--- src/rtl/saw_voice_scheduler.sv ---
// saw_voice_scheduler
// Shares one registered saw wavetable LUT across NUM_CH voices. Each sample
// tick starts a frame that visits every voice in turn: issue the LUT address
// from the pre-increment phase, wait one cycle for the LUT, then capture the
// result, scale it by the voice volume and strobe it out to the mixer.
module saw_voice_scheduler #(
   parameter int NUM_CH  = 4,
   parameter int PHASE_W = 24,
   parameter int CH_W    = 2
) (
   input  logic                      clk,
   input  logic                      reset_n,
   input  logic                      sample_tick,
   input  logic                      cfg_we,
   input  logic                      cfg_phase_rst,
   input  logic [CH_W-1:0]           cfg_ch,
   input  logic [PHASE_W-1:0]        cfg_incr,
   input  logic [7:0]                cfg_vol,
   input  logic                      cfg_enable,
   output logic [8:0]                lut_addr,
   input  logic signed [15:0]        lut_data,
   output logic                      out_valid,
   output logic [CH_W-1:0]           out_ch,
   output logic signed [15:0]        out_sample,
   output logic                      busy,
   output logic                      overrun,
   input  logic                      overrun_clr
);

   typedef enum logic [1:0] {
      IDLE,
      ISSUE,
      WAIT,
      CAPTURE
   } state_t;

   state_t              state;
   logic [CH_W-1:0]     ch;

   logic [PHASE_W-1:0]  phase [NUM_CH];
   logic [PHASE_W-1:0]  incr  [NUM_CH];
   logic [7:0]          vol   [NUM_CH];
   logic [NUM_CH-1:0]   en;

   logic                cfg_hit;
   logic signed [24:0]  prod;

   // Config target decode and volume scaling of the current LUT word
   always_comb begin
      cfg_hit = (int'(cfg_ch) < NUM_CH);
      prod    = $signed(lut_data) * $signed({1'b0, vol[ch]});
   end

   // Frame sequencer: walks voices through ISSUE -> WAIT -> CAPTURE
   always_ff @(posedge clk or negedge reset_n) begin
      if (!reset_n) begin
         state      <= IDLE;
         ch         <= '0;
         lut_addr   <= '0;
         out_valid  <= 1'b0;
         out_ch     <= '0;
         out_sample <= '0;
         busy       <= 1'b0;
      end else begin
         out_valid <= 1'b0;
         case (state)
            IDLE: begin
               if (sample_tick) begin
                  ch    <= '0;
                  busy  <= 1'b1;
                  state <= ISSUE;
               end
            end
            ISSUE: begin
               lut_addr <= phase[ch][PHASE_W-1 -: 9];
               state    <= WAIT;
            end
            WAIT: begin
               state <= CAPTURE;
            end
            CAPTURE: begin
               out_valid  <= 1'b1;
               out_ch     <= ch;
               out_sample <= en[ch] ? prod[23:8] : '0;
               if (ch == CH_W'(NUM_CH - 1)) begin
                  busy  <= 1'b0;
                  state <= IDLE;
               end else begin
                  ch    <= ch + 1'b1;
                  state <= ISSUE;
               end
            end
            default: begin
               busy  <= 1'b0;
               state <= IDLE;
            end
         endcase
      end
   end

   // Sticky overrun flag; a tick while busy takes priority over the clear
   always_ff @(posedge clk or negedge reset_n) begin
      if (!reset_n) begin
         overrun <= 1'b0;
      end else if (sample_tick && (state != IDLE)) begin
         overrun <= 1'b1;
      end else if (overrun_clr) begin
         overrun <= 1'b0;
      end
   end

   // Per-voice config and phase accumulators
   always_ff @(posedge clk or negedge reset_n) begin
      if (!reset_n) begin
         for (int unsigned i = 0; i < unsigned'(NUM_CH); i++) begin
            phase[i] <= '0;
            incr[i]  <= '0;
            vol[i]   <= '0;
         end
         en <= '0;
      end else begin
         if (cfg_we && cfg_hit) begin
            incr[cfg_ch] <= cfg_incr;
            vol[cfg_ch]  <= cfg_vol;
            en[cfg_ch]   <= cfg_enable;
         end
         if ((state == ISSUE) && en[ch]) begin
            phase[ch] <= phase[ch] + incr[ch];
         end
         // Placed last so a coincident phase reset overrides the ISSUE advance
         if (cfg_phase_rst && cfg_hit) begin
            phase[cfg_ch] <= '0;
         end
      end
   end

endmodule

--- config.mk ---
export PLATFORM = sky130hd
export DESIGN_NAME = saw_voice_scheduler
export DESIGN_NICKNAME = d
export VERILOG_FILES = /design/src/rtl/saw_voice_scheduler.sv
export SDC_FILE = /design/constraint.sdc
export NUM_CORES = 1
export LEC_CHECK = 0
export ABC_AREA = 1
export BUFFER_PORTS_ARGS = -buffer_cell sky130_fd_sc_hd__buf_2
export CAP_MARGIN = 20
export CORE_MARGIN = 3
export CORE_UTILIZATION = 45
export CTS_BUF_LIST = sky130_fd_sc_hd__clkbuf_4
export DETAILED_ROUTE_END_ITERATION = 7
export PLACE_DENSITY_LB_ADDON = 0.3
export SYNTH_ARGS = -nofsm -noshare
export SYNTH_HDL_FRONTEND = slang
export SYNTH_SLANG_ARGS = --single-unit
--- constraint.sdc ---
create_clock -name clk -period 6.4 [get_ports clk]
set_input_delay 0.96 -clock clk [delete_from_list [all_inputs] [get_ports clk]]
set_output_delay 0.96 -clock clk [all_outputs]
set_load 0.02 [all_outputs]
==> results.json <==
{
  "status": "finished, final reports clean",
  "ys_warn_count": 0,
  "synth_simple_gate_area_frac": 0.193,
  "cp-start-kind": "register",
  "place.gp.congestion": 0.929,
  "wl_um": 48300,
  "setup_viol": 0,
  "fmax_mhz": 171,
  "core_um2": 38000,
  "clkTransAtPathRegs_ns": 0.07,
  "hold_path.class": "primary input to async pin",
  "cts-resized-gates": 0,
  "wl_per_cell_um": 17.0,
  "initial_core_util": 0.460,
  "synthCells": 2202,
  "io_pins": 87,
  "hpwl_um": 32600,
  "grt_pass1_vias": 15662,
  "crit_top_cell": "nand2_1",
  "drive_above_1_share": 0.109,
  "die_w_um": 203,
  "synth_cell_types": 52,
  "slowest_delay_ns": 0.62,
  "cp_max_fo": 115,
  "ys_ff_latch": 262,
  "drtIter0Drc": 1185,
  "endpoint": "out_sample[13]$_DFFE_PN0P_",
  "via_per_inst": 5.36,
  "clock_path_buffers": 3,
  "synth_top_area_share": 0.375,
  "nNetsFinal": 2508,
  "cp.required_ns": 7.03,
  "worstSetupPathType": "register to register",
  "cp-end-kind": "register",
  "drt.antenna.violating_nets": 0,
  "io_buffers": 86,
  "finalHoldViolCount": 0,
  "globalRouteTotalUtil": 0.239,
  "cap_violations": 0,
  "synth_top_family_by_area": "simple AND/OR/NAND/NOR gates",
  "worst_pin_slew_ns": 1.05,
  "r2r_slack_ns": 0.56,
  "final_common_cell": "nand2_1",
  "synth-xor-area-share": 0.0108,
  "synthFlopType": "dfrtp_1",
  "htreeDepth": 3,
  "syn_nets": 2432,
  "synth_area_leaders": "dfrtp_1, fa_1, nand2_1",
  "worstReg2RegStart": "ch[0]$_DFFE_PN0P_",
  "period_share": 0.912,
  "worstPathCellList": "inv_8, nand2_1, nand3_1, nand2_1, inv_1, nand2_1, fa_1, inv_1, fa_1, fa_1, inv_1, fa_1, inv_1, ha_1, nand2_1, nor2_1, nand4_1, o21ai_2, nand3_1, nand2_1, o21ai_0, o21ai_1",
  "synth-edff-count": 0,
  "skew_ns": 0.0495,
  "dr.pass1.iters": 6,
  "insertion_delay_ns": 0.72,
  "async_flop_share": 1.00,
  "slew_headroom": 0.301,
  "grt_max_degree": 119,
  "drc": 0,
  "placementRows": 71,
  "fillers": 3786,
  "r2r_cells": 22,
  "grt_pass1_wl_um": 80100,
  "areaGrowthSynthToFinish_pct": 9.06,
  "min_period_ns": 5.84,
  "avgSynthCellArea_um2": 7.94,
  "die_y_um": 203,
  "finalMaxSlewViolations": 0,
  "via_count": 15253,
  "netlist_area_um2": 17500,
  "holdBufCountCts": 0,
  "cts_buffers": 73,
  "synth_compound_area_frac": 0.158,
  "clock-sinks": 262,
  "rsz0062_at_grt": "no",
  "root_buffer": "clkbuf_4",
  "cts_tree": "built",
  "layout_common_cells": "nand2_1, o21ai_0, inv_1, nor2_1, dfrtp_1",
  "arrival_ns": 6.47,
  "grt_overflow": 0,
  "post-cts-setup-buffer-count": 0,
  "r2r-end": "out_sample[13]$_DFFE_PN0P_",
  "setup_tns_ns": 0,
  "synthMuxAreaShare": 0,
  "yosys.area.top_type": "dfrtp_1",
  "cp_slowest_cell": "dfrtp_4",
  "crit_start": "ch[0]$_DFFE_PN0P_",
  "synth-seq-area-share": 0.375,
  "antenna_found_initial": 3,
  "synth_fa_ha_area_frac": 0.167,
  "die_area_um2": 41300
}
## cells in the mapped netlist (all sizes together), types with 12 or more instances
| cell | count |
|---|---|
| nand3 | 80 |
| fa | 100 |
| ha | 73 |
| o211ai | 27 |
| o21ai | 327 |
| inv | 311 |
| xor2 | 12 |
| clkbuf | 60 |
| a21oi | 86 |
| o22ai | 46 |
| nor2 | 287 |
| buf | 35 |
| dfrtp | 262 |
| nand2 | 441 |
## worst max-delay path, delay by kind of cell, from the launching register on
family,cells,cell delay [ns]
fa+ha+maj,5,2.37
buf+inv,5,1.01
flops,1,0.62
simple gates,9,1.22
compound gates,3,0.48
## worst min path at each step
stage	startpoint	end	slack, ns	depth (start not counted)
finish	reset_n	incr[55]$_DFFE_PN0P_	0.32	1
global route	reset_n	incr[55]$_DFFE_PN0P_	0.38	1
CTS	reset_n	incr[83]$_DFFE_PN0P_	0.35	1
detailed placement	incr[65]$_DFFE_PN0P_	incr[65]$_DFFE_PN0P_	0.47	2
global placement	incr[69]$_DFFE_PN0P_	incr[69]$_DFFE_PN0P_	0.46	2
floorplan	incr[24]$_DFFE_PN0P_	incr[24]$_DFFE_PN0P_	0.45	2
## metal layers
layer	vias up	track usage	wire (µm)
met3	147	0.0404	3150
met5	-	0	11
li1	7240	-	-
met4	2	0.0964	1850
met2	535	0.398	22800
met1	7329	0.313	20400
## per-stage QoR
| stage | hold WS (ns) | setup slack, ns | instances | cell area (µm²) | utilization |
|---|---|---|---|---|---|
| after floorplan | 0.448 | 1.57 | 2202 | 17500 | - |
| after global placement | 0.461 | 0.638 | 2714 | 18200 | 0.478 |
| after detailed placement | 0.467 | 0.588 | 2714 | 18200 | 0.478 |
| after CTS | 0.351 | 0.545 | 2842 | 19100 | 0.501 |
| after global routing | 0.378 | 0.114 | 2845 | 19100 | 0.502 |
| final | 0.316 | 0.562 | 2845 | 19100 | 0.502 |
## layout make-up
| class | count | area (µm²) | share of cell area |
|---|---|---|---|
| well taps | 511 | 639 | 0.0335 |
| inverters | 317 | 1210 | 0.0633 |
| flip-flops and latches | 262 | 6560 | 0.344 |
| clock inverters | 29 | 140 | 0.00735 |
| multi-input cells | 1528 | 9260 | 0.485 |
| repair buffers | 96 | 515 | 0.0270 |
| diodes | 3 | 7.51 | 0.000394 |
| clock buffers | 99 | 743 | 0.0390 |
## flip-flops by register name, indices dropped and copies added, names as in the netlist
| register | count |
|---|---|
| out_valid | 1 |
| out_sample | 16 |
| lut_addr | 9 |
| ch | 2 |
| vol | 32 |
| busy | 1 |
| incr | 96 |
| state | 2 |
| out_ch | 2 |
| overrun | 1 |
| phase | 96 |
| en | 4 |
## kinds of logic (layout without fill, tap and decap cells)
group | Yosys count | in the layout
adders and majority gates | 173 | 173
other | 0 | 3
AOI/OAI and AO/OA | 506 | 506
buffers and inverters | 412 | 541
xor gates and xnor gates | 19 | 19
DFF | 262 | 262
and+or+nand+nor | 830 | 830
Power is not shown: default switching activity piles up to over one toggle a cycle in this logic, so the estimate is an artifact.
